<file path="src/rtl/fp_add_sequencer_pkg.sv">
// Shared constants, state encoding and operand helpers for the multi-cycle
// binary32 add/sub sequencer.
package fp_add_sequencer_pkg;

  localparam int EXP_W = 8;
  localparam int MAN_W = 23;
  localparam int GRS_W = 3;
  localparam int SIG_W = MAN_W + 1 + GRS_W;  // hidden + stored + guard/round/sticky
  localparam int SUM_W = SIG_W + 1;          // plus carry-out

  localparam logic [31:0] QNAN = 32'h7FC0_0000;

  localparam int FLAG_INVALID   = 3;
  localparam int FLAG_OVERFLOW  = 2;
  localparam int FLAG_UNDERFLOW = 1;
  localparam int FLAG_INEXACT   = 0;

  typedef enum logic [2:0] {
    ST_IDLE   = 3'd0,
    ST_UNPACK = 3'd1,
    ST_ALIGN  = 3'd2,
    ST_ADD    = 3'd3,
    ST_NORM   = 3'd4,
    ST_ROUND  = 3'd5,
    ST_DONE   = 3'd6
  } state_t;

  typedef struct packed {
    logic             sign;
    logic [EXP_W-1:0] exp;
    logic [MAN_W:0]   man;   // includes hidden bit
  } operand_t;

  // Denormals (exp==0) are flushed to a signed zero; flip applies the subtract.
  function automatic operand_t split(input logic [31:0] v, input logic flip);
    operand_t o;
    o.sign = v[31] ^ flip;
    o.exp  = v[30:23];
    o.man  = (v[30:23] == '0) ? '0 : {1'b1, v[22:0]};
    return o;
  endfunction

endpackage

</file>
<file path="src/rtl/fp_add_sequencer_if.sv">
// Operand/result handshake bundle for the binary32 add/sub sequencer.
// valid/ready: a transfer occurs on a rising edge where valid and ready are both
// high; the producer holds valid and its payload stable until that edge.
interface fp_add_sequencer_if;
  logic        in_valid;
  logic        in_ready;
  logic [31:0] in_a;
  logic [31:0] in_b;
  logic        in_sub;
  logic        out_valid;
  logic        out_ready;
  logic [31:0] out_result;
  logic [3:0]  out_flags;

  modport master (
    output in_valid, in_a, in_b, in_sub, out_ready,
    input  in_ready, out_valid, out_result, out_flags
  );

  modport slave (
    input  in_valid, in_a, in_b, in_sub, out_ready,
    output in_ready, out_valid, out_result, out_flags
  );
endinterface

</file>
<file path="src/rtl/fp_add_sequencer_align_shifter.sv">
// fp_align_shifter: logical right shift of the 27-bit significand by the
// exponent difference, reporting the OR of every bit shifted out as sticky.
module fp_align_shifter
  import fp_add_sequencer_pkg::*;
(
  input  logic [SIG_W-1:0] data,
  input  logic [EXP_W-1:0] amount,
  output logic [SIG_W-1:0] shifted,
  output logic             sticky
);

  logic [SIG_W-1:0] lost_mask;

  always_comb begin
    shifted   = '0;
    lost_mask = '1;
    if (amount < EXP_W'(SIG_W)) begin
      shifted   = data >> amount;
      lost_mask = (SIG_W'(1) << amount) - SIG_W'(1);
    end
    sticky = |(data & lost_mask);
  end

endmodule

</file>
<file path="src/rtl/fp_add_sequencer.sv">
// Multi-cycle binary32 add/sub: unpack, align, add, normalise (1 bit/cycle) and
// round-to-nearest-even over one shared datapath, one operation in flight.
module fp_add_sequencer
  import fp_add_sequencer_pkg::*;
(
  input  logic                clk,
  input  logic                rst_n,
  fp_add_sequencer_if.slave   bus,
  output logic                busy,
  output state_t              dbg_state
);

  state_t state, state_nxt;

  logic [31:0]        a_q, b_q;
  logic               sub_q;
  operand_t           op_a, op_b;
  logic               special_q;
  logic [31:0]        special_res_q;
  logic [3:0]         special_flags_q;
  logic               sign_q;
  logic signed [9:0]  exp_q;
  logic [SIG_W-1:0]   big_q, small_q;
  logic               eff_sub_q;
  logic [SUM_W-1:0]   sum_q;
  logic [31:0]        result_q;
  logic [3:0]         flags_q;

  // ---------------- special-operand decode (UNPACK) ----------------
  logic        a_nan, b_nan, a_inf, b_inf, a_zero, b_zero, b_sign;
  logic        sp_hit;
  logic [31:0] sp_res;
  logic [3:0]  sp_flags;

  always_comb begin
    a_nan    = (&a_q[30:23]) && (|a_q[22:0]);
    b_nan    = (&b_q[30:23]) && (|b_q[22:0]);
    a_inf    = (&a_q[30:23]) && !(|a_q[22:0]);
    b_inf    = (&b_q[30:23]) && !(|b_q[22:0]);
    a_zero   = (a_q[30:23] == '0);
    b_zero   = (b_q[30:23] == '0);
    b_sign   = b_q[31] ^ sub_q;
    sp_hit   = 1'b1;
    sp_res   = QNAN;
    sp_flags = '0;
    if (a_nan || b_nan) begin
      // Only a signalling NaN (quiet bit clear) raises invalid.
      sp_flags[FLAG_INVALID] = (a_nan && !a_q[22]) || (b_nan && !b_q[22]);
    end else if (a_inf && b_inf) begin
      if (a_q[31] != b_sign) sp_flags[FLAG_INVALID] = 1'b1;
      else                   sp_res = {a_q[31], 8'hFF, 23'd0};
    end else if (a_inf) begin
      sp_res = {a_q[31], 8'hFF, 23'd0};
    end else if (b_inf) begin
      sp_res = {b_sign, 8'hFF, 23'd0};
    end else if (a_zero && b_zero) begin
      sp_res = {a_q[31] & b_sign, 31'd0};
    end else begin
      sp_hit = 1'b0;
    end
  end

  // ---------------- operand selection and alignment (ALIGN) ----------------
  logic             swap;
  operand_t         op_big, op_small;
  logic [EXP_W-1:0] shift_amt;
  logic [SIG_W-1:0] small_shifted;
  logic             small_sticky;

  always_comb begin
    swap      = {op_b.exp, op_b.man} > {op_a.exp, op_a.man};
    op_big    = swap ? op_b : op_a;
    op_small  = swap ? op_a : op_b;
    shift_amt = op_big.exp - op_small.exp;
  end

  fp_align_shifter u_align (
    .data    ({op_small.man, {GRS_W{1'b0}}}),
    .amount  (shift_amt),
    .shifted (small_shifted),
    .sticky  (small_sticky)
  );

  // ---------------- normaliser step (NORM) ----------------
  logic [SUM_W-1:0]  norm_sum;
  logic signed [9:0] norm_exp;
  logic              norm_done;

  always_comb begin
    norm_sum  = sum_q;
    norm_exp  = exp_q;
    norm_done = 1'b1;
    if (sum_q[SUM_W-1]) begin
      norm_sum = {1'b0, sum_q[SUM_W-1:2], sum_q[1] | sum_q[0]};
      norm_exp = exp_q + 10'sd1;
    end else if ((sum_q != '0) && !sum_q[SUM_W-2] && (exp_q != 10'sd1)) begin
      // Exit decided on the post-shift value so k shifts cost exactly k cycles.
      norm_sum  = {sum_q[SUM_W-2:0], 1'b0};
      norm_exp  = exp_q - 10'sd1;
      norm_done = sum_q[SUM_W-3] || (exp_q == 10'sd2);
    end
  end

  // ---------------- round to nearest even (ROUND) ----------------
  logic [MAN_W:0]    rnd_man;
  logic              rnd_g, rnd_r, rnd_s, round_up, inexact;
  logic [MAN_W+1:0]  man_r;
  logic signed [9:0] exp_fin;
  logic [31:0]       rnd_res;
  logic [3:0]        rnd_flags;

  always_comb begin
    rnd_man   = sum_q[SIG_W-1:GRS_W];
    rnd_g     = sum_q[2];
    rnd_r     = sum_q[1];
    rnd_s     = sum_q[0];
    inexact   = rnd_g | rnd_r | rnd_s;
    round_up  = rnd_g & (rnd_r | rnd_s | rnd_man[0]);
    man_r     = {1'b0, rnd_man} + (MAN_W+2)'(round_up);
    exp_fin   = exp_q + $signed({9'd0, man_r[MAN_W+1]});
    rnd_res   = '0;
    rnd_flags = '0;
    if (sum_q == '0) begin
      rnd_res = '0;
    end else if (exp_fin >= 10'sd255) begin
      rnd_res                  = {sign_q, 8'hFF, 23'd0};
      rnd_flags[FLAG_OVERFLOW] = 1'b1;
      rnd_flags[FLAG_INEXACT]  = 1'b1;
    end else if (!man_r[MAN_W+1] && !man_r[MAN_W]) begin
      rnd_res                   = {sign_q, 31'd0};
      rnd_flags[FLAG_UNDERFLOW] = 1'b1;
      rnd_flags[FLAG_INEXACT]   = 1'b1;
    end else begin
      rnd_res = {sign_q, exp_fin[7:0],
                 man_r[MAN_W+1] ? man_r[MAN_W:1] : man_r[MAN_W-1:0]};
      rnd_flags[FLAG_INEXACT] = inexact;
    end
  end

  // ---------------- FSM ----------------
  always_ff @(posedge clk or negedge rst_n) begin
    if (!rst_n) state <= ST_IDLE;
    else        state <= state_nxt;
  end

  always_comb begin
    state_nxt = state;
    case (state)
      ST_IDLE:   if (bus.in_valid) state_nxt = ST_UNPACK;
      ST_UNPACK: state_nxt = ST_ALIGN;
      ST_ALIGN:  state_nxt = special_q ? ST_DONE : ST_ADD;
      ST_ADD:    state_nxt = ST_NORM;
      ST_NORM:   if (norm_done) state_nxt = ST_ROUND;
      ST_ROUND:  state_nxt = ST_DONE;
      ST_DONE:   if (bus.out_ready) state_nxt = ST_IDLE;
      default:   state_nxt = ST_IDLE;
    endcase
  end

  // ---------------- datapath registers ----------------
  always_ff @(posedge clk or negedge rst_n) begin
    if (!rst_n) begin
      a_q             <= '0;
      b_q             <= '0;
      sub_q           <= 1'b0;
      op_a            <= '0;
      op_b            <= '0;
      special_q       <= 1'b0;
      special_res_q   <= '0;
      special_flags_q <= '0;
      sign_q          <= 1'b0;
      exp_q           <= '0;
      big_q           <= '0;
      small_q         <= '0;
      eff_sub_q       <= 1'b0;
      sum_q           <= '0;
    end else begin
      case (state)
        ST_IDLE: if (bus.in_valid) begin
          a_q   <= bus.in_a;
          b_q   <= bus.in_b;
          sub_q <= bus.in_sub;
        end
        ST_UNPACK: begin
          op_a            <= split(a_q, 1'b0);
          op_b            <= split(b_q, sub_q);
          special_q       <= sp_hit;
          special_res_q   <= sp_res;
          special_flags_q <= sp_flags;
        end
        ST_ALIGN: begin
          sign_q    <= op_big.sign;
          exp_q     <= $signed({2'b00, op_big.exp});
          big_q     <= {op_big.man, {GRS_W{1'b0}}};
          small_q   <= {small_shifted[SIG_W-1:1], small_shifted[0] | small_sticky};
          eff_sub_q <= op_a.sign ^ op_b.sign;
        end
        ST_ADD: begin
          sum_q <= eff_sub_q ? ({1'b0, big_q} - {1'b0, small_q})
                             : ({1'b0, big_q} + {1'b0, small_q});
        end
        ST_NORM: begin
          sum_q <= norm_sum;
          exp_q <= norm_exp;
        end
        default: ;
      endcase
    end
  end

  // Result registers only change on the way into DONE, so they hold while waiting.
  always_ff @(posedge clk or negedge rst_n) begin
    if (!rst_n) begin
      result_q <= '0;
      flags_q  <= '0;
    end else if (state == ST_ALIGN && special_q) begin
      result_q <= special_res_q;
      flags_q  <= special_flags_q;
    end else if (state == ST_ROUND) begin
      result_q <= rnd_res;
      flags_q  <= rnd_flags;
    end
  end

  assign bus.in_ready   = (state == ST_IDLE);
  assign bus.out_valid  = (state == ST_DONE);
  assign bus.out_result = result_q;
  assign bus.out_flags  = flags_q;
  assign busy           = (state != ST_IDLE);
  assign dbg_state      = state;

endmodule

</file>
<file path="src/flat_wrapper.sv">
// flat-port wrapper written by rule: the top's interface ports become plain ports
module fp_add_sequencer_flat import fp_add_sequencer_pkg::*;
  (clk, rst_n, busy, dbg_state, bus_in_valid, bus_in_a, bus_in_b, bus_in_sub, bus_out_ready, bus_in_ready, bus_out_valid, bus_out_result, bus_out_flags);
  fp_add_sequencer_if bus_i ();
  input  logic clk;
  input  logic rst_n;
  output logic busy;
  output state_t dbg_state;
  input wire logic [$bits(bus_i.in_valid)-1:0] bus_in_valid;
  input wire logic [$bits(bus_i.in_a)-1:0] bus_in_a;
  input wire logic [$bits(bus_i.in_b)-1:0] bus_in_b;
  input wire logic [$bits(bus_i.in_sub)-1:0] bus_in_sub;
  input wire logic [$bits(bus_i.out_ready)-1:0] bus_out_ready;
  output wire logic [$bits(bus_i.in_ready)-1:0] bus_in_ready;
  output wire logic [$bits(bus_i.out_valid)-1:0] bus_out_valid;
  output wire logic [$bits(bus_i.out_result)-1:0] bus_out_result;
  output wire logic [$bits(bus_i.out_flags)-1:0] bus_out_flags;
  assign bus_i.in_valid = bus_in_valid;
  assign bus_i.in_a = bus_in_a;
  assign bus_i.in_b = bus_in_b;
  assign bus_i.in_sub = bus_in_sub;
  assign bus_i.out_ready = bus_out_ready;
  assign bus_in_ready = bus_i.in_ready;
  assign bus_out_valid = bus_i.out_valid;
  assign bus_out_result = bus_i.out_result;
  assign bus_out_flags = bus_i.out_flags;
  fp_add_sequencer u_core (.clk(clk), .rst_n(rst_n), .bus(bus_i), .busy(busy), .dbg_state(dbg_state));
endmodule
</file>
<file path="config.mk">
export PLATFORM = sky130hd
export DESIGN_NAME = fp_add_sequencer_flat
export DESIGN_NICKNAME = d
export VERILOG_FILES = /design/src/rtl/fp_add_sequencer_pkg.sv /design/src/rtl/fp_add_sequencer_if.sv /design/src/rtl/fp_add_sequencer_align_shifter.sv /design/src/rtl/fp_add_sequencer.sv /design/src/flat_wrapper.sv
export SDC_FILE = /design/constraint.sdc
export NUM_CORES = 1
export LEC_CHECK = 0
export ABC_AREA = 1
export ABC_CLOCK_PERIOD_IN_PS = 4800
export CAP_MARGIN = 25
export CORE_ASPECT_RATIO = 1.4
export CORE_MARGIN = 2
export CORE_UTILIZATION = 60
export CTS_BUF_LIST = sky130_fd_sc_hd__clkbuf_8 sky130_fd_sc_hd__clkbuf_16
export DETAILED_ROUTE_END_ITERATION = 16
export PLACE_DENSITY_LB_ADDON = 0.2
export SYNTH_ARGS = -nofsm -noshare
export SYNTH_HDL_FRONTEND = slang
export SYNTH_HIERARCHICAL = 1
export SYNTH_SLANG_ARGS = --single-unit
</file>
<file path="constraint.sdc">
create_clock -name clk -period 4.8 [get_ports clk]
set_input_delay 0.96 -clock clk [delete_from_list [all_inputs] [get_ports clk]]
set_output_delay 0.96 -clock clk [all_outputs]
set_load 0.05 [all_outputs]
</file>
# Word level (Yosys, flattened, before mapping)
# Index checks and enable logic that the tools add are counted.
[totals]
regBits = 295
wordCells = 146
inputBits = 69
out_inout_bits = 42
[classes]
eq_ne = 13
bitwise_logic = 10
mux = 48
n_addsub = 8
n_reduce_logical = 40
n_lt_le_gt_ge = 3
shift = 2
[op_table]
columns = ["op", "count"]
rows = [
  ["2-to-1 mux 32 bit", 10],
  ["2-to-1 mux 28 bit", 3],
  ["2-to-1 mux 31 bit", 2],
  ["one-hot mux 28 bit (2 select lines)", 1],
  ["2-to-1 mux 27 bit", 2],
  ["2-to-1 mux 24 bit", 2],
  ["OR reduction 23 bit", 2],
  ["2-to-1 mux 33 bit", 1],
  ["greater-than comparator 32 bit", 1],
  ["adder 27 x 27 -> 28 bit", 1],
  ["zero test 28 bit", 1],
  ["nonzero test 28 bit", 1],
  ["subtractor 27 x 27 -> 28 bit", 1],
  ["bitwise AND 27 bit", 1],
  ["OR reduction 27 bit", 1],
  ["left shift 1 x 8 -> 27 bit (first input constant)", 1],
  [">> shifter 27 x 8 -> 27 bit", 1],
  ["subtractor 27 x 2 -> 27 bit (second input constant)", 1],
  ["adder 24 x 1 -> 25 bit", 1],
  ["2-to-1 mux 23 bit", 1],
  ["one-hot mux 3 bit (7 select lines)", 1],
  ["2-to-1 mux 10 bit", 2],
  ["one-hot mux 10 bit (2 select lines)", 1],
  ["zero test 8 bit", 2],
  ["other kinds (30)", 83],
]

# Depth between registers and ports, before layout
# Gate-level depths: netlist of run 1.
[depth]
depth_word = 11
depth_mapped = 44
depth_no_buf = 43

# Cells and area by module
# The synthesis of run 1 kept the hierarchy.
[modules_own_cells]
columns = ["mod", "cells_per_inst", "instances", "seq_area_each_um2", "area_per_inst_um2"]
rows = [
  ["fp_add_sequencer", 2280, 1, 6656.4, 16837.4],
  ["fp_align_shifter", 518, 1, 0.0, 2677.6],
]

# Worst setup path before layout of run 1
# No wires, ideal clock.
[synth_path]
path_kind = "reg2reg"
startpoint = "register u_core/op_b[27] (netlist name)"
endpoint = "register u_core.small_q[0]"
path_stages_with_launch = 37
arrival_ns = 3.867
required_ns = 4.670
path_slack_ns = 0.803
n_path_buf = 1
setup_time_ns = 0.130
synth_period_minus_slack_ns = 3.997
cell_sequence = "dfrtp_1 ha_1 nand2_1 inv_1 nand3_2 nor3b_2 nand2_1 nand2_2 nand2_2 buf_6 nand2_1 nand2_1 nand2_1 nand2_1 a21oi_1 nand2_1 nand2_1 nand2_1 nor2_8 nand4_4 nor2_4 nand2_1 ha_1 nand2_1 inv_1 nand2_1 nand3_1 nand2_1 nand2_1 nor2_1 nand2_1 nor2_1 nand2_1 nor2_1 nand2_1 o21ai_0 o21ai_0"
[synth_between]
elab_chain_len = 9
elab_cells_between_ends = 13
classes_between = "2 x add/sub; 2 x order compare; 2 x shift; 4 x mux; 2 x bitwise; 1 x reduce/logical"
[synth_rtl]
columns = ["element", "line", "rtl"]
rows = [
  ["start: declaration", "fp_add_sequencer.sv:17", "operand_t op_a, op_b;"],
  ["start signal: assignment", "fp_add_sequencer.sv:186", "op_b <= split(b_q, sub_q);"],
  ["greater-than comparator 32 bit", "fp_add_sequencer.sv:71", "swap = {op_b.exp, op_b.man} > {op_a.exp, op_a.man};"],
  ["2-to-1 mux 33 bit or 2-to-1 mux 32 bit (tied branches)", "fp_add_sequencer.sv:72, fp_add_sequencer.sv:73", ""],
  ["subtractor 8 bit *", "fp_add_sequencer.sv:74", "shift_amt = op_big.exp - op_small.exp;"],
  ["named net u_core.shift_amt[7]", "fp_add_sequencer.sv:66", "logic [EXP_W-1:0] shift_amt;"],
  ["left shift 1 x 8 -> 27 bit", "fp_add_sequencer_align_shifter.sv:19", "lost_mask = (SIG_W'(1) << amount) - SIG_W'(1);"],
  ["subtractor 27 x 2 -> 27 bit", "fp_add_sequencer_align_shifter.sv:19", ""],
  ["2-to-1 mux 27 bit *", "fp_add_sequencer_align_shifter.sv:17", "if (amount < EXP_W'(SIG_W)) begin"],
  ["bitwise AND 27 bit *", "fp_add_sequencer_align_shifter.sv:21", "sticky = |(data & lost_mask);"],
  ["OR reduction 27 bit *", "fp_add_sequencer_align_shifter.sv:21", ""],
  ["named net u_core.small_sticky", "fp_add_sequencer.sv:68", "logic small_sticky;"],
  ["OR 1 bit *", "fp_add_sequencer.sv:195", "small_q <= {small_shifted[SIG_W-1:1], small_shifted[0] | small_sticky};"],
  ["end signal: assignment", "fp_add_sequencer.sv:195", ""],
  ["end: declaration", "fp_add_sequencer.sv:23", "logic [SIG_W-1:0] big_q, small_q;"],
]
# Mark *: on every way through the listed nets, which the timed path passes. The rest lies on a longest branch.
# A chain may end at the register's enable or synchronous reset.

==> flow_summary.toml, run 1 <==
[die]
core-area_sq_um = 32200
rows = 78
chipHeight_um = 217
ios = 111
start_util_pct = 60.6
dieArea_sq_um = 34000
die_w_um = 156

[yosys]
netlist_area_sq_um = 19500
yosysMostFrequentCell = "nand2_1"
yosysWarnings = 6
synth_top_area_share_pct = 34.1
synth_simple_gate_area_share_pct = 27.9
synth-xor-area-share_pct = 2.56
synth_area_per_cell_sq_um = 6.97
synth_area_leaders = "dfrtp_1 34%, nand2_1 12%, o21ai_0 7.5%"
ys_seq_area_share_pct = 34.1
ys_ff_latch = 266
synth_ff_type = "dfrtp_1"
ys_types = 62
synth_edf_count = 0
synth_top_family_by_area = "simple AND/OR/NAND/NOR gates"
yosysTopAreaCell = "dfrtp_1"
async_reset_ff_share_pct = 100
synthTopCellsByCount = "615 x nand2_1, 342 x inv_1, 316 x nor2_1"
synth_cells = 2798
synth-compound-area-share_pct = 17.7
synth_mux_area_share_pct = 1.72
synthAdderAreaFrac_pct = 5.87

[placed_design]
portBuffers = 110
dpl-instance-area_sq_um = 21100
post-dp-hpwl_um = 49100
place.gp.congestion = 1.07
dp_slack_ps = -38.9

[critical_path]
crit-reg2reg-launch = "u_core/op_a[21]$_DFFE_PN0P_"
cp-start-kind = "register"
crit_path_max_fanout = 70
crit_arrival_ps = 5200
reg2regPathDepth = 23
rrSetupSlack_ps = 80
required_ps = 5280
critical_path_class = "register to register"
r2r-end = "u_core/small_q[1]$_DFFE_PN0P_"
worstSetupEndpointType = "register"

[timing]
finClkSkew_ps = 43.8
fmax_mhz = 212
setup-violations-final = 0
period_share_pct = 98.4
holdWs_ps = 406
slew_viol_final = 0
timing.final.hold_violations = 0
rsz0062_at_grt = "true"
setup_slack_ps = 77.1
maxSlewHeadroom_pct = 28.7
post-route-min-period_ps = 4720
tightestPinTransition_ps = 1060

[drt]
via_per_inst = 5.96
routed_wl_um = 64400
ant_nets = 0
drt_iter0_drc = 1557
wl_per_cell_um = 19.4
vias = 19809
drt_first_pass_iters = 6
drc = 0

[clock_network]
root_buffer = "clkbuf_16"
clk_pin_slew_ps = 60
cts.sinks = 266
cts_max_path_buffers = 3
cts_buffers = 28
htree_num_levels = 1
cts_tree = "done"
clock_latency_ps = 590

[cells_and_area]
drive_above_1_share_pct = 10.5
regArea_sq_um = 6660
fillers = 2712
num_antenna_cells = 0
nets = 3064
area_growth_pct = 15.1
multi_input_area_sq_um = 11200
fin_area_sq_um = 22500

[grt]
grt_max_degree = 115
first_global_vias = 19472
grt-ovfl-total = 0
grtUsageTotal_pct = 37.5
grt_pass1_wl_um = 101000
antenna_found_initial = 1

[worst_hold_path]
hold_class = "primary input to asynchronous set/reset pin"

[status]
status = "complete, no violations"

[run]
drv_cap = 0
[final cells by class]
type / instances / share of cell area [%]
flip-flops and latches: 266 / 29.6
inverters: 364 / 6.16
well taps: 400 / 2.23
clock inverters: 17 / 0.479
clock buffers: 34 / 3.49
repair buffers: 197 / 7.98
multi-input cells: 2047 / 50.0
[placed cells by master, fill, tap and decap left out, drive strengths merged, types with 2 or more instances in the layout]
| cell type | instances |
|---|---|
| nand2 | 638 |
| inv | 367 |
| nor2 | 342 |
| o21ai | 316 |
| dfrtp | 266 |
| a21oi | 175 |
| nand3 | 137 |
| clkdlybuf4s50 | 109 |
| ha | 90 |
| buf | 88 |
| nand4 | 55 |
| o22ai | 51 |
| xor2 | 48 |
| clkbuf | 34 |
| nor3 | 29 |
| nor4 | 23 |
| mux2i | 20 |
| a31oi | 19 |
| o211ai | 14 |
| mux2 | 12 |
| clkinv | 11 |
| xnor2 | 9 |
| a211oi | 9 |
| o21bai | 7 |
| conb | 7 |
| o221ai | 6 |
| a21o | 5 |
| o21a | 5 |
| a21boi | 5 |
| nand3b | 4 |
| clkinvlp | 3 |
| o31ai | 3 |
| a41oi | 3 |
| a22oi | 3 |
| and3 | 2 |
| a221oi | 2 |
[kinds of logic after synthesis]
| kind of cell | after synthesis |
|---|---|
| xor gates and xnor gates | 57 |
| and+or+nand+nor | 1232 |
| buffers and inverters | 492 |
| DFF | 266 |
| other | 1 |
| adders and majority gates | 91 |
| muxes | 32 |
| AOI/OAI and AO/OA | 627 |
[sequential cells by signal, indices dropped and copies added (netlist names)]
name                    flops
u_core/a_q                 32
u_core/b_q                 32
u_core/big_q               24
u_core/bus.out_flags        4
u_core/bus.out_result      32
u_core/dbg_state            3
u_core/eff_sub_q            1
u_core/exp_q               10
u_core/op_a                33
u_core/op_b                33
u_core/sign_q               1
u_core/small_q             27
u_core/special_flags_q      1
u_core/special_q            1
u_core/special_res_q        3
u_core/sub_q                1
u_core/sum_q               28
[per-stage QoR]
| stage | std cells | util [%] | setup TNS [ps] |
|---|---|---|---|
| final | 3325 | 69.8 | 0 |
| after global routing | 3325 | 69.8 | -855 |
| after floorplan | 2804 | - | 0 |
| after global placement | 3259 | 65.6 | 0 |
| after detailed placement | 3259 | 65.6 | -38.9 |
| after CTS | 3313 | 68.5 | 0 |
[worst max-delay path by stage]
stage                                     start                             to  slack [ps]
global route        u_core/op_a[21]$_DFFE_PN0P_  u_core/small_q[0]$_DFFE_PN0P_        -250
finish              u_core/op_a[21]$_DFFE_PN0P_  u_core/small_q[1]$_DFFE_PN0P_          80
floorplan           u_core/op_b[27]$_DFFE_PN0P_  u_core/small_q[0]$_DFFE_PN0P_         800
CTS                 u_core/op_b[29]$_DFFE_PN0P_  u_core/small_q[0]$_DFFE_PN0P_          60
global placement    u_core/op_a[29]$_DFFE_PN0P_  u_core/small_q[0]$_DFFE_PN0P_         110
detailed placement  u_core/op_b[29]$_DFFE_PN0P_  u_core/small_q[0]$_DFFE_PN0P_         -40
[what timing repair did]
item                                    in CTS  in global routing
resized for setup                            2                 79
pin swaps                                    1                 25
endpoints found under the setup margin       1                 49
buffers inserted                             3                 11
hold buffers                                 0                  0
endpoints found under the hold margin        0                  0
gates cloned                                 0                  1
[per-layer routing]
layer	up-vias	wire length (um)	GRT usage [%]
met3	275	3560	5.40
met1	9325	22800	39.8
met4	2	5670	28.0
met2	804	32400	67.0
li1	9403	-	-
met5	-	11	0
[critical path, cell delays in order, from the launching register on]
cell	delay (ps)
dfrtp_1	350
inv_1	100
ha_4	280
nand2_1	60
nor2_2	120
nand4_1	190
nor3b_4	320
nand2_2	100
nand2_4	160
nand2_8	90
buf_4	140
buf_4	120
buf_4	280
o21ai_0	680
inv_1	150
o21a_1	250
nand2_1	60
o21ai_0	110
or2_0	210
o21ai_0	170
o21ai_1	210
a21oi_1	250
nand2_1	70
o21ai_0	80
Power of run 1 is not shown: default switching activity piles up to over one toggle a cycle in this logic, so the estimate is an artifact.
==> inputs of run 2 (changes only) <==
ABC_CLOCK_PERIOD_IN_PS = 6100   (was 4800)
GPL_ROUTABILITY_DRIVEN = 0   (was not set)
clock period = 6.1 ns   (was 4.8 ns; I/O delays follow)
==> run 2 against run 1 <==
Via count shrank 2.2%. Sequential share of layout area increased by 1.1 points. Critical endpoint is now u_core/small_q[26]$_DFFE_PN0P_. Non-clock buffer count is 69 lower. Die area unchanged. Sequential cell count stayed put. First-iteration DRC count is 12% higher. Register-to-register slack improved by 530 ps. Global-route usage fell by 3.2 points. Clock skew up 4.0 ps.
==> flow_summary.toml, run 2 (synthesized netlist as in run 1, its figures left out) <==
[worst_hold_path]
worstHoldPathCells = 2
hold_path_startpoint = "u_core/bus.out_result[12]$_DFFE_PN0P_"
hold_class = "register to register"
holdPathEnd = "u_core/bus.out_result[12]$_DFFE_PN0P_"

[cells_and_area]
nets = 2994
stdcell_count = 3255
largestRegisters = "u_core/op_a (33), u_core/op_b (33)"
fin_area_sq_um = 21700
layout_commonest_cell = "nand2_1"
num_antenna_cells = 0
layout_common_cells = "614 x nand2_1, 349 x inv_1, 314 x nor2_1, 294 x o21ai_0, 266 x dfrtp_1"
area_growth_pct = 11.1
drive_above_1_share_pct = 6.44

[die]
dieArea_sq_um = 34000
chipHeight_um = 217
die_w_um = 156
rows = 78
core-area_sq_um = 32200
start_util_pct = 60.6
ios = 111

[timing]
finClkSkew_ps = 47.8
post-route-min-period_ps = 5490
tightestPinTransition_ps = 1260
setup-violations-final = 0
finalSetupTns_ps = 0
fmax_mhz = 182
timing.final.hold_violations = 0
rsz0062_at_grt = "false"
period_share_pct = 90.0
maxSlewHeadroom_pct = 14.9
slew_viol_final = 0

[critical_path]
crit-reg2reg-launch = "u_core/op_a[26]$_DFFE_PN0P_"
crit_path_max_fanout = 20
crit_top_cell = "nand2_1"
worstSetupEndpointType = "register"
rrSetupSlack_ps = 610
path_buf_inv = 3
path_cells = "inv_1 -> ha_1 -> nand2_1 -> inv_1 -> nand3_2 -> nor3b_2 -> nand2_1 -> nand2_2 -> nand2_2 -> nand2_1 -> nand3_1 -> nand2_1 -> nand2_1 -> nand2_1 -> nand3_1 -> nand2_1 -> nand2_1 -> nor2_8 -> nand3_2 -> inv_2 -> nand2_1 -> nor4_1 -> nand2_1 -> o21ai_0"
cpMaxStageDelayCell = "nor4_1"
max_stage_delay_ps = 1070
reg2regPathDepth = 24
crit_family = "simple AND/OR/NAND/NOR gates"
r2r-end = "u_core/small_q[26]$_DFFE_PN0P_"
cp-start-kind = "register"
critical_path_class = "register to register"
required_ps = 6610
crit_arrival_ps = 6000

[clock_network]
holdBufCountCts = 0
root_buffer = "clkbuf_16"
cts.sinks = 266
post_cts.repair.setup_buffers = 0
cts_resized = 0
clk_pin_slew_ps = 60
htree_num_levels = 1
cts_max_path_buffers = 3
clock_latency_ps = 590
cts_buffers = 28
cts_tree = "done"

[grt]
first_global_vias = 18841
antenna_found_initial = 0
grt_max_degree = 119
grtUsageTotal_pct = 34.3
grt-ovfl-total = 0
grt_pass1_wl_um = 93600

[drt]
routed_wl_um = 58200
wl_per_cell_um = 17.9
drt_first_pass_iters = 8
ant_nets = 0
drt_iter0_drc = 1749
via_per_inst = 5.95
vias = 19368
drc = 0

[placed_design]
placed_cells = 3201
portBuffers = 110
dpl-instance-area_sq_um = 20700
post-dp-hpwl_um = 44400

[status]
status = "complete, no violations"

[run]
drv_cap = 0
[run 2: final cells by class]
class,instances,area (sq um)
clock inverter,16,135
multi-input combinational,2046,10900
fill,2864,10500
inverter,364,1380
clock buffer,35,797
timing repair buffer,128,1290
tap,400,500
sequential,266,6660
[run 2: worst max path at each step]
stage                                startpoint                             end  depth (start not counted)
CTS                 u_core/op_a[26]$_DFFE_PN0P_   u_core/small_q[0]$_DFFE_PN0P_                         38
global route        u_core/op_a[26]$_DFFE_PN0P_  u_core/small_q[26]$_DFFE_PN0P_                         24
floorplan           u_core/op_b[27]$_DFFE_PN0P_   u_core/small_q[0]$_DFFE_PN0P_                         36
global placement    u_core/op_a[26]$_DFFE_PN0P_  u_core/small_q[26]$_DFFE_PN0P_                         24
finish              u_core/op_a[26]$_DFFE_PN0P_  u_core/small_q[26]$_DFFE_PN0P_                         24
detailed placement  u_core/op_a[26]$_DFFE_PN0P_  u_core/small_q[26]$_DFFE_PN0P_                         24
[run 2: layer usage]
layer	share of wire, %	vias to the layer above	track usage [%]
met1	36	8974	37.7
li1	-	9262	-
met4	8.6	0	25.4
met2	50	865	60.7
met5	0	-	0
met3	5.9	267	3.90
[run 2: metrics by stage]
stage	utilization, %	hold slack (ps)	setup slack, ps
after floorplan	-	453	2100
after global placement	64.2	464	1210
after detailed placement	64.2	467	1080
after CTS	67.1	483	1010
after global routing	67.3	502	409
final	67.3	478	608
[run 2: worst register-to-register path, delay by kind of cell, from the launching register on]
family | cells | cell delay (ps)
compound gates | 1 | 130
fa+ha+maj | 1 | 390
buf+inv | 3 | 540
flops | 1 | 390
simple gates | 19 | 3950
Power of run 2 is left out for the same reason.
==> inputs of run 3 (changes only) <==
ABC_CLOCK_PERIOD_IN_PS = not set   (was 6100)
GPL_ROUTABILITY_DRIVEN = not set   (was 0)
==> run 3 against run 2 <==
The run now ends with DRC left. Worst setup slack improved by 240 ps. First-iteration DRC count increased by 0.91%. Wire length increased by 7.2%. Sequential cell count unchanged. Register-to-register slack improved by 240 ps. Utilization decreased by 0.089 points. Cell count about the same. Cell area decreased by 0.13%. Critical path type unchanged. Critical endpoint is now u_core/small_q[0]$_DFFE_PN0P_.
==> flow_summary.toml, run 3 (synthesized netlist as in run 1, its figures left out) <==
[drt]
drc = 1
drt_first_pass_iters = 14
vias = 19346
drt_iter0_drc = 1765
via_per_inst = 5.95
routed_wl_um = 62400
wl_per_cell_um = 19.2
ant_nets = 0

[die]
rows = 78
chipHeight_um = 217
die_w_um = 156
dieArea_sq_um = 34000
core-area_sq_um = 32200
start_util_pct = 60.6
ios = 111

[critical_path]
reg2regPathDepth = 35
cp-start-kind = "register"
worstSetupEndpointType = "register"
crit_arrival_ps = 5680
rrSetupSlack_ps = 850
cpMaxStageDelayCell = "dfrtp_1"
crit_path_max_fanout = 14
crit_top_cell = "nand2_1"
r2r-end = "u_core/small_q[0]$_DFFE_PN0P_"
max_stage_delay_ps = 390
required_ps = 6520
critical_path_class = "register to register"
crit-reg2reg-launch = "u_core/op_a[26]$_DFFE_PN0P_"

[cells_and_area]
fillers = 2868
stdcell_count = 3252
area_growth_pct = 11.0
layout_common_cells = "614 x nand2_1, 348 x inv_1, 314 x nor2_1, 294 x o21ai_0, 266 x dfrtp_1"
largestRegisters = "u_core/op_a (33), u_core/op_b (33)"
nets = 2993
drive_above_1_share_pct = 6.38
num_antenna_cells = 0
post-route-util_pct = 67.2
layout_commonest_cell = "nand2_1"

[worst_hold_path]
holdPathEnd = "u_core/bus.out_flags[2]$_DFFE_PN0P_"
hold_class = "register to register"
worstHoldPathCells = 2
hold_path_startpoint = "u_core/bus.out_flags[2]$_DFFE_PN0P_"

[clock_network]
cts.sinks = 266
cts_tree = "done"
cts_max_path_buffers = 3
post_cts.repair.setup_buffers = 0
clk_pin_slew_ps = 70
holdBufCountCts = 0
root_buffer = "clkbuf_16"
cts_resized = 0
htree_num_levels = 1
clock_latency_ps = 580
cts_buffers = 26

[run]
drv_cap = 0

[timing]
timing.final.hold_violations = 0
finalSetupTns_ps = 0
fmax_mhz = 190
finClkSkew_ps = 24.3
slew_viol_final = 0
tightestPinTransition_ps = 1110
setup-violations-final = 0
maxSlewHeadroom_pct = 25.1
period_share_pct = 86.1
rsz0062_at_grt = "false"
post-route-min-period_ps = 5250

[status]
status = "finished, violations left"
violations = "DRC"

[grt]
grt_max_degree = 110
grt_pass1_wl_um = 99300
grt-ovfl-total = 0
grtUsageTotal_pct = 36.9
antenna_found_initial = 0
first_global_vias = 19454

[placed_design]
place.gp.congestion = 1.04
portBuffers = 110
post-dp-hpwl_um = 47600
placed_cells = 3204
run 3: worst max path at each step:
| stage | startpoint | to | slack (ps) | depth (start not counted) |
|---|---|---|---|---|
| finish | u_core/op_a[26]$_DFFE_PN0P_ | u_core/small_q[0]$_DFFE_PN0P_ | 850 | 35 |
| global route | u_core/op_a[26]$_DFFE_PN0P_ | u_core/small_q[0]$_DFFE_PN0P_ | 300 | 35 |
| CTS | u_core/op_a[26]$_DFFE_PN0P_ | u_core/small_q[0]$_DFFE_PN0P_ | 950 | 35 |
| detailed placement | u_core/op_a[26]$_DFFE_PN0P_ | u_core/small_q[0]$_DFFE_PN0P_ | 1010 | 35 |
| global placement | u_core/op_a[26]$_DFFE_PN0P_ | u_core/small_q[26]$_DFFE_PN0P_ | 1030 | 24 |
| floorplan | u_core/op_b[27]$_DFFE_PN0P_ | u_core/small_q[0]$_DFFE_PN0P_ | 2100 | 36 |
run 3: critical path, delay by kind of cell, from the launching register on:
family          cells  cell delay (ps)
simple gates       23             2570
buf+inv             6              770
fa+ha+maj           1              390
flops               1              390
compound gates      4              690
xor+xnor            1              280
run 3: layout make-up:
cell class                 instances  area [sq um]  area share [%]
inverter                         364          1380            6.37
clock buffer                      32           733            3.39
timing repair buffer             129          1290            5.95
multi-input combinational       2046         10900            50.5
clock inverter                    15           170           0.786
tap                              400           500            2.31
sequential                       266          6660            30.7
run 3: per-layer routing:
metal	vias to the layer above	part of all wire, %	global-route usage, %
met1	9047	36	39.3
li1	9254	-	-
met3	283	5.0	4.28
met2	762	50	65.7
met4	0	9.3	28.7
met5	-	0	0
run 3: per-stage QoR:
step / area [sq um] / hold slack, ps / setup WS [ps]
6_report: 21700 / 484 / 845
2_1_floorplan: 19500 / 453 / 2100
5_1_grt: 21700 / 501 / 303
3_5_place_dp: 20700 / 470 / 1010
4_1_cts: 21600 / 487 / 948
3_3_place_gp: 20700 / 466 / 1030
Power of run 3 is left out for the same reason.
